===== config.mk =====
export PLATFORM = sky130hd
export DESIGN_NAME = keypad_scan_debounce
export DESIGN_NICKNAME = d
export VERILOG_FILES = /design/src/rtl/keypad_scan_debounce_pkg.sv /design/src/rtl/keypad_scan_debounce_sync2_bus.sv /design/src/rtl/keypad_scan_debounce.sv
export SDC_FILE = /design/constraint.sdc
export NUM_CORES = 1
export LEC_CHECK = 0
export BUFFER_PORTS_ARGS = -buffer_cell sky130_fd_sc_hd__buf_2
export CAP_MARGIN = 20
export CELL_PAD_IN_SITES_DETAIL_PLACEMENT = 1
export CELL_PAD_IN_SITES_GLOBAL_PLACEMENT = 1
export CORE_ASPECT_RATIO = 0.8
export CORE_MARGIN = 5
export CORE_UTILIZATION = 45
export DETAILED_ROUTE_END_ITERATION = 8
export GPL_TIMING_DRIVEN = 1
export PLACE_DENSITY_LB_ADDON = 0.1
export SKIP_CTS_REPAIR_TIMING = 1
export SLEW_MARGIN = 20
export SYNTH_ARGS = -nofsm -noshare
export SYNTH_HDL_FRONTEND = slang
export SYNTH_SLANG_ARGS = --single-unit

===== constraint.sdc =====
create_clock -name clk_12MHz -period 9.2 [get_ports clk_12MHz]
set_clock_uncertainty 0.2 [all_clocks]
set_input_delay 1.84 -clock clk_12MHz [delete_from_list [all_inputs] [get_ports clk_12MHz]]
set_output_delay 1.84 -clock clk_12MHz [all_outputs]
set_load 0.05 [all_outputs]

===== src/rtl/keypad_scan_debounce_pkg.sv =====
// Shared types and constants for the 4x4 keypad scanner: FSM states,
// matrix geometry, calculator key codes and a row-pattern decoder.
package keypad_scan_debounce_pkg;

  localparam int KP_ROWS = 4;
  localparam int KP_COLS = 4;

  typedef enum logic [1:0] {
    KP_SCAN     = 2'd0,
    KP_DEBOUNCE = 2'd1,
    KP_PRESSED  = 2'd2,
    KP_RELEASE  = 2'd3
  } kp_state_e;

  // Key code = row*4 + col; layout matches the calculator front panel.
  localparam logic [3:0] KEY_7   = 4'd0;
  localparam logic [3:0] KEY_8   = 4'd1;
  localparam logic [3:0] KEY_9   = 4'd2;
  localparam logic [3:0] KEY_DIV = 4'd3;
  localparam logic [3:0] KEY_4   = 4'd4;
  localparam logic [3:0] KEY_5   = 4'd5;
  localparam logic [3:0] KEY_6   = 4'd6;
  localparam logic [3:0] KEY_MUL = 4'd7;
  localparam logic [3:0] KEY_1   = 4'd8;
  localparam logic [3:0] KEY_2   = 4'd9;
  localparam logic [3:0] KEY_3   = 4'd10;
  localparam logic [3:0] KEY_SUB = 4'd11;
  localparam logic [3:0] KEY_CLR = 4'd12;
  localparam logic [3:0] KEY_0   = 4'd13;
  localparam logic [3:0] KEY_EQ  = 4'd14;
  localparam logic [3:0] KEY_ADD = 4'd15;

  typedef struct packed {
    logic       single;
    logic       none;
    logic [1:0] idx;
  } row_info_t;

  function automatic row_info_t decode_rows(input logic [KP_ROWS-1:0] rs);
    row_info_t  info;
    logic [2:0] zeros;
    info  = '0;
    zeros = '0;
    for (int r = 0; r < KP_ROWS; r++) begin
      if (!rs[r]) begin
        zeros    = zeros + 3'd1;
        info.idx = 2'(r);
      end
    end
    info.single = (zeros == 3'd1);
    info.none   = (zeros == 3'd0);
    return info;
  endfunction

endpackage


===== src/rtl/keypad_scan_debounce_sync2_bus.sv =====
// Two-flop synchronizer for a bus of independent level signals.
// Resets to all-ones so idle (pulled-up) rows read as released.
module sync2_bus #(
  parameter int W = 4
) (
  input  logic         clk_i,
  input  logic         rst_i,
  input  logic [W-1:0] d_i,
  output logic [W-1:0] q_o
);

  logic [W-1:0] meta_q;
  logic [W-1:0] sync_q;

  always_ff @(posedge clk_i) begin
    if (rst_i) begin
      meta_q <= '1;
      sync_q <= '1;
    end else begin
      meta_q <= d_i;
      sync_q <= meta_q;
    end
  end

  assign q_o = sync_q;

endmodule


===== src/rtl/keypad_scan_debounce.sv =====
// 4x4 keypad scanner: rotates an active-low column drive on each 1 kHz tick,
// debounces press and release, and emits one key event per physical press.
module keypad_scan_debounce
  import keypad_scan_debounce_pkg::*;
#(
  parameter int unsigned DEBOUNCE_TICKS = 20
) (
  input  logic       clk_12MHz,
  input  logic       rst,
  input  logic       tick_1khz,
  input  logic [3:0] row_in,
  output logic [3:0] col_out,
  output logic       key_valid,
  output logic [3:0] key_code,
  output logic       key_held
);

  localparam logic [7:0] DT = 8'(DEBOUNCE_TICKS);

  kp_state_e  state_q, state_d;
  logic [1:0] col_q, col_d;
  logic [1:0] row_q, row_d;
  logic [7:0] cnt_q, cnt_d;
  logic [3:0] code_q, code_d;
  logic       valid_q, valid_d;
  logic       held_q, held_d;
  logic [3:0] col_out_q, col_out_d;

  logic [3:0] rs;
  row_info_t  info;
  logic [7:0] cnt_inc;
  logic       same_key;

  sync2_bus #(.W(4)) u_row_sync (
    .clk_i (clk_12MHz),
    .rst_i (rst),
    .d_i   (row_in),
    .q_o   (rs)
  );

  assign info     = decode_rows(rs);
  assign same_key = info.single && (info.idx == row_q);
  // Saturating increment keeps cnt from ever wrapping past the threshold.
  assign cnt_inc  = (cnt_q >= DT) ? DT : cnt_q + 8'd1;

  always_comb begin
    state_d = state_q;
    col_d   = col_q;
    row_d   = row_q;
    cnt_d   = cnt_q;
    code_d  = code_q;
    valid_d = 1'b0;
    if (tick_1khz) begin
      unique case (state_q)
        KP_SCAN: begin
          if (info.single) begin
            row_d = info.idx;
            cnt_d = 8'd1;
            if (DT == 8'd1) begin
              state_d = KP_PRESSED;
              code_d  = {info.idx, col_q};
              valid_d = 1'b1;
            end else begin
              state_d = KP_DEBOUNCE;
            end
          end else begin
            col_d = col_q + 2'd1;
          end
        end
        KP_DEBOUNCE: begin
          if (same_key) begin
            cnt_d = cnt_inc;
            if (cnt_inc == DT) begin
              state_d = KP_PRESSED;
              code_d  = {row_q, col_q};
              valid_d = 1'b1;
            end
          end else begin
            cnt_d   = 8'd0;
            col_d   = col_q + 2'd1;
            state_d = KP_SCAN;
          end
        end
        KP_PRESSED: begin
          if (info.none) begin
            if (DT == 8'd1) begin
              cnt_d   = 8'd0;
              col_d   = col_q + 2'd1;
              state_d = KP_SCAN;
            end else begin
              cnt_d   = 8'd1;
              state_d = KP_RELEASE;
            end
          end
        end
        KP_RELEASE: begin
          // Any pattern other than the accepted key counts toward release.
          if (same_key) begin
            cnt_d   = 8'd0;
            state_d = KP_PRESSED;
          end else begin
            cnt_d = cnt_inc;
            if (cnt_inc == DT) begin
              cnt_d   = 8'd0;
              col_d   = col_q + 2'd1;
              state_d = KP_SCAN;
            end
          end
        end
        default: state_d = KP_SCAN;
      endcase
    end
    held_d    = (state_d == KP_PRESSED) || (state_d == KP_RELEASE);
    col_out_d = ~(4'b0001 << col_d);
  end

  always_ff @(posedge clk_12MHz) begin
    if (rst) begin
      state_q   <= KP_SCAN;
      col_q     <= 2'd0;
      row_q     <= 2'd0;
      cnt_q     <= 8'd0;
      code_q    <= 4'd0;
      valid_q   <= 1'b0;
      held_q    <= 1'b0;
      col_out_q <= 4'b1110;
    end else begin
      state_q   <= state_d;
      col_q     <= col_d;
      row_q     <= row_d;
      cnt_q     <= cnt_d;
      code_q    <= code_d;
      valid_q   <= valid_d;
      held_q    <= held_d;
      col_out_q <= col_out_d;
    end
  end

  assign col_out   = col_out_q;
  assign key_valid = valid_q;
  assign key_code  = code_q;
  assign key_held  = held_q;

endmodule


# ---- Word-level counts from Yosys, hierarchy flattened
# Cells that the tools add are included.
dict set report word_totals {
  regBits 32
  input_bits 7
  output_inout_bits 10
  word_cells 68
}
dict set report classes {
  n_addsub 5
  order_cmp 1
  n_eq_ne 10
  n_shift 1
  mux 29
  bitwise 4
  n_reduce_logical 8
}
# operator n
set op_table {}
lappend op_table {{2-to-1 mux 8 bit} 6}
lappend op_table {{case mux 8 bit (4 select lines)} 1}
lappend op_table {{2-to-1 mux 2 bit} 14}
lappend op_table {{adder 3 x 1 -> 3 bit, second input constant} 3}
lappend op_table {{2-to-1 mux 3 bit} 3}
lappend op_table {{adder 8 x 1 -> 8 bit, second input constant} 1}
lappend op_table {{== test 2 bit, second input constant} 4}
lappend op_table {{== test 8 x 5 -> 1 bit, second input constant} 1}
lappend op_table {{>= comparator 8 x 5 -> 1 bit, second input constant} 1}
lappend op_table {{case mux 2 bit (4 select lines)} 1}
lappend op_table {{case mux 2 bit (3 select lines)} 1}
lappend op_table {{AND reduction 3 bit} 2}
lappend op_table {{!= test 2 bit, second input constant} 2}
lappend op_table {{NOT 4 bit} 1}
lappend op_table {{AND reduction 4 bit} 1}
lappend op_table {{OR reduction 4 bit} 1}
lappend op_table {{left shift 1 x 2 -> 4 bit, first input constant} 1}
lappend op_table {{== test 3 x 1 -> 1 bit, second input constant} 1}
lappend op_table {{logical NOT 3 bit} 1}
lappend op_table {{2-to-1 mux 1 bit} 3}
lappend op_table {{NOT 1 bit} 3}
lappend op_table {{adder 2 x 1 -> 2 bit, second input constant} 1}
lappend op_table {{== test 2 x 1 -> 1 bit, second input constant} 1}
lappend op_table {{== test 2 bit} 1}
lappend op_table {{other kinds (3)} 3}

# ---- Depth between registers and ports, before layout
dict set report logic_depth {
  depth_word 14
  depth_mapped 12
  depth_no_buf 11
}

# ---- Hierarchy
# Synthesis repeated with hierarchy kept, for this count alone.
dict set report hier_totals {
  cells_unflattened 172
  area_unflattened_um2 1622.8
}
# mod instances cells_per_inst area_each_um2 seq_area_each_um2
set modules_own_cells {}
lappend modules_own_cells {keypad_scan_debounce 1 156 1412.6 480.5}
lappend modules_own_cells {sync2_bus 1 16 210.2 160.2}

# ---- Least setup slack after synthesis
# Ideal clock, no wire load.
dict set report synth_timing {
  kind {in2reg}
  start {input port rst}
  end {register cnt_q[2]}
  setup_time_ns 0.117
  arrival_time_ns 2.854
  required_time_ns 8.883
  setup_slack_ns 6.029
  stages 5
  n_path_buf 1
  path_cell_list {clkbuf_1 nor4_1 mux2_4 a21o_1 a22o_1}
}
# element line
set synth_lines {}
lappend synth_lines {{from (decl)} keypad_scan_debounce.sv:9} ;# input logic rst,
lappend synth_lines {{to (signal assigned)} keypad_scan_debounce.sv:131} ;# cnt_q <= cnt_d;
lappend synth_lines {{to (decl)} keypad_scan_debounce.sv:23} ;# logic [7:0] cnt_q, cnt_d;

# ---- Final worst setup path
dict set report layout_timing {
  start {input port tick_1khz}
  end {register col_out_q[2], in the netlist col_out[2]}
}
dict set report layout_via {
  elab_chain_len 3
}
# element line
set layout_rtl {}
lappend layout_rtl {{from (decl)} keypad_scan_debounce.sv:10} ;# input logic tick_1khz,
lappend layout_rtl {{2-to-1 mux 2 bit} keypad_scan_debounce.sv:53} ;# if (tick_1khz) begin
lappend layout_rtl {{left shift 1 x 2 -> 4 bit} keypad_scan_debounce.sv:114} ;# col_out_d = ~(4'b0001 << col_d);
lappend layout_rtl {{NOT 4 bit} keypad_scan_debounce.sv:114}
lappend layout_rtl {{to (signal assigned)} keypad_scan_debounce.sv:135} ;# col_out_q <= col_out_d;
lappend layout_rtl {{to (decl)} keypad_scan_debounce.sv:27} ;# logic [3:0] col_out_q, col_out_d;
# No other way between the ends.
# A chain may end at the register's enable or synchronous reset.

==> metrics.md <==
| Metric | Value |
|---|---|
| Area overhead of the layout relative to synthesis | `13.7%` |
| Nets | `roughly 190` |
| Number of synthesized flops with an enable pin | `0` |
| Delay of the slowest critical-path stage | `0.33 ns` |
| All-Layer GR Usage | `0.157` |
| Clock sink count | `32` |
| Worst R2R End | `row_q[1]$_SDFFE_PP0P_` |
| Worst Hold Class | `flop to flop` |
| Primary FF master, synth | `sky130_fd_sc_hd__dfxtp_1` |
| Synthesized area per cell | `around 9.5 sq um` |
| Actual slew at the worst max-slew pin | `around 0.47 ns` |
| Period utilization | `0.351` |
| Post-synthesis instance area | `between 1500 and 2000 sq um` |
| Global-route wire length before repair | `5.77 mm` |
| Leakage dissipation | `just under 0.0008 uW` |
| Required time worst endpoint | `just over 9 ns` |
| Detailed-routing iteration count for the pre-antenna-repair pass | `4` |
| DRC Markers | `0` |
| Setup repair after global routing missed its margin | `no` |
| Post-Synthesis Net Count | `roughly 180` |
| Count of cells along the worst register-to-register path | `10` |
| Footprint of the multi-input gates | `roughly 840 sq um` |
| Synth top area share | `0.414` |
| CTS tree | `built` |
| Filler cells | `roughly 410` |
| Startpoint Class | `input port` |
| Y dimension of the die | `roughly 62 microns` |
| Final count of pins violating max slew | `0` |
| Post-Layout Cell Count | `approximately 220` |
| Final-report setup violation count | `0` |
| Min-Delay Startpoint | `u_row_sync.meta_q[3]$_SDFF_PP1_` |
| Number of library cell types mapped by synthesis | `44` |
| Clock input transition at the sequential cells of the worst setup and hold paths | `~0.070 ns` |
| Leading cell types by total area after synthesis | `sky130_fd_sc_hd__dfxtp_1 (41%), sky130_fd_sc_hd__ha_1 (4.0%), sky130_fd_sc_hd__mux2i_1 (3.9%)` |
| Initial antenna violation count | `0` |
| Total routed wirelength | `~3.3 mm` |
| Sort of element at the end of the critical path | `flop` |
| Power per Cell Area | `about 180 nW/um^2` |
| Count of port buffers added during placement | `16` |
| Final setup TNS | `0 ns` |
| Time the worst path needs with I/O delays and setup | `3.23 ns` |
| Post-synth top cells | `sky130_fd_sc_hd__dfxtp_1 (32), sky130_fd_sc_hd__nor2_1 (16), sky130_fd_sc_hd__inv_1 (9)` |
| Vias in the first global route | `approximately 1.2k` |
| Drt via density | `5.27` |
| Total of max-cap violations | `0` |
| Overall via count from detail_route | `around 1.2k` |
| Diode insertion count for antenna repair | `0` |
| Most common cell in the synthesized netlist | `sky130_fd_sc_hd__dfxtp_1` |
| Violation count after the first detailed-routing iteration | `between 40 and 50` |
| TritonCTS Buffers | `5` |
| Maximum fanout count along the critical path | `6` |
| Placeable core area | `roughly 3400 sq um` |
| Number of routed nets with antenna violations | `0` |
| Horizontal die dimension | `roughly 76 microns` |
| Achievable clock frequency | `about 310 MHz` |
| Placer Congestion | `about 0.8` |
| Proportion of synthesized flip-flops having asynchronous set or reset | `0` |
| Launching point of the worst reg2reg path | `u_row_sync.q_o[1]$_SDFF_PP1_` |
| Sequential element share of the synthesized area | `0.414` |
| Flip-flop and latch area | `between 600 and 700 sq um` |
| Relative slew margins | `0.686` |
| Register bit total from synthesis | `32` |
| Fraction of final layout cells sized beyond drive strength 1 | `0.228` |
| Worst hold path cell count | `1` |
| Cell count after synthesis | `approximately 160` |
| Crit path kind | `input port to flop` |
| Largest net degree at the start of global routing | `29` |
| Max IR drop VDD | `between 100 and 150 uV` |
| Routed length per placed instance | `15.1 microns` |
| Master cell of the clock root buffer | `sky130_fd_sc_hd__clkbuf_8` |
| Worst hold path endpoint | `u_row_sync.q_o[3]$_SDFF_PP1_` |
| Bufs on Longest Clock Path | `2` |
| Slowest CP cell | `sky130_fd_sc_hd__o31a_1` |
| Leading area contributor after synthesis | `sky130_fd_sc_hd__dfxtp_1` |
| Post-detail-place hpwl | `about 2.5 mm` |
| Insertion delay to the later sink of the worst-skew pair | `around 0.28 ns` |
| Overflow left after global routing | `0` |
| Row Count | `19` |
| Status | `completed` |
| Crit-path cells | `buf_2 -> nand2_1 -> o31a_1 -> o21ai_0 -> and3_1 -> nor3b_1 -> a31oi_1` |
| Count of boundary I/O pins | `17` |
| Total placed cells including tap cells | `approximately 210` |
| Final hold violation count | `0` |
| Clock H-tree levels | `2` |
| Internal reg-to-reg setup slack | `approximately 6 ns` |
| Area enclosed by the die boundary | `approximately 4700 sq um` |
| Arrival time at the worst endpoint | `roughly 3.2 ns` |
| Warning count from the yosys run | `0` |
| Initial Util | `0.459` |
==> flip-flops by register name, indices dropped and copies added, names as in the netlist <==
register           count
cnt_q                  8
col_out                4
col_q                  2
key_code               4
key_held               1
key_valid              1
row_q                  2
state_q                2
u_row_sync.meta_q      4
u_row_sync.q_o         4
==> worst max-delay path, delay by kind of cell <==
kind / cells / cell delay [ns]
compound gates: 3 / 0.51
buf+inv: 1 / 0.13
simple gates: 3 / 0.69
==> worst max-delay path by stage <==
stage	startpoint	to	cells past startpoint
floorplan	rst	cnt_q[2]$_SDFFE_PP0P_	5
global placement	tick_1khz	col_out[2]$_SDFF_PP1_	7
detailed placement	tick_1khz	col_out[2]$_SDFF_PP1_	7
CTS	u_row_sync.q_o[1]$_SDFF_PP1_	row_q[1]$_SDFFE_PP0P_	10
global route	u_row_sync.q_o[1]$_SDFF_PP1_	key_code[1]$_SDFFE_PP0P_	10
finish	tick_1khz	col_out[2]$_SDFF_PP1_	7
==> through the flow <==
step | util | instance area, sq um | power [uW] | setup slack, ns | hold slack [ns]
finish | 0.522 | 1760 | 326 | 5.97 | 0.217
global route | 0.522 | 1760 | 340 | 5.78 | 0.227
CTS | 0.522 | 1760 | 329 | 6.00 | 0.219
detailed placement | 0.489 | 1650 | 194 | 5.72 | 0.203
global placement | 0.489 | 1650 | 193 | 5.76 | 0.192
floorplan | - | 1550 | 185 | 6.03 | 0.189
==> where the power goes <==
part           switching (uW)  total, uW  internal [uW]
sequential               4.80        149            144
clock                    54.2        134           80.1
combinational            25.7       42.7           17.0
==> cells in the final DEF, fill, tap and decap left out, types with 3 or more instances in the layout <==
| master | instances |
|---|---|
| sky130_fd_sc_hd__a21o_1 | 4 |
| sky130_fd_sc_hd__a21oi_1 | 3 |
| sky130_fd_sc_hd__and2_1 | 6 |
| sky130_fd_sc_hd__buf_2 | 16 |
| sky130_fd_sc_hd__clkbuf_8 | 5 |
| sky130_fd_sc_hd__dfxtp_1 | 32 |
| sky130_fd_sc_hd__ha_1 | 5 |
| sky130_fd_sc_hd__inv_1 | 9 |
| sky130_fd_sc_hd__mux2i_1 | 6 |
| sky130_fd_sc_hd__nand2_1 | 8 |
| sky130_fd_sc_hd__nand2b_1 | 7 |
| sky130_fd_sc_hd__nand3b_1 | 3 |
| sky130_fd_sc_hd__nor2_1 | 16 |
| sky130_fd_sc_hd__nor3_1 | 5 |
| sky130_fd_sc_hd__o21ai_0 | 3 |
| sky130_fd_sc_hd__or2_2 | 8 |
| sky130_fd_sc_hd__xnor2_1 | 4 |
==> routing by layer <==
layer  wire [microns]  up-vias  track usage
li1                 -      591            -
met1             1680      560        0.218
met2             1550       15        0.236
met3              105        4       0.0434
met4               19        0       0.0459
met5                0        -            0
==> layout make-up <==
cell class,count,share of cell area
Clock inverter,3,0.0241
Sequential cell,32,0.364
Inverter,9,0.0192
Clock buffer,5,0.0391
Multi-Input combinational cell,115,0.479
Timing Repair Buffer,16,0.0455
Tap cell,42,0.0298
==> cells by family (layout without fill, tap and decap cells) <==
group / after synthesis / in the layout / share of synthesized area
compound gates: 27 / 27 / 0.136
xor+xnor: 8 / 8 / 0.0670
mux: 7 / 7 / 0.0485
buf+inv: 16 / 33 / 0.0420
flops: 32 / 32 / 0.414
fa+ha+maj: 5 / 5 / 0.0404
simple gates: 68 / 68 / 0.253
Note: power is estimated with default switching activity, not from simulation.
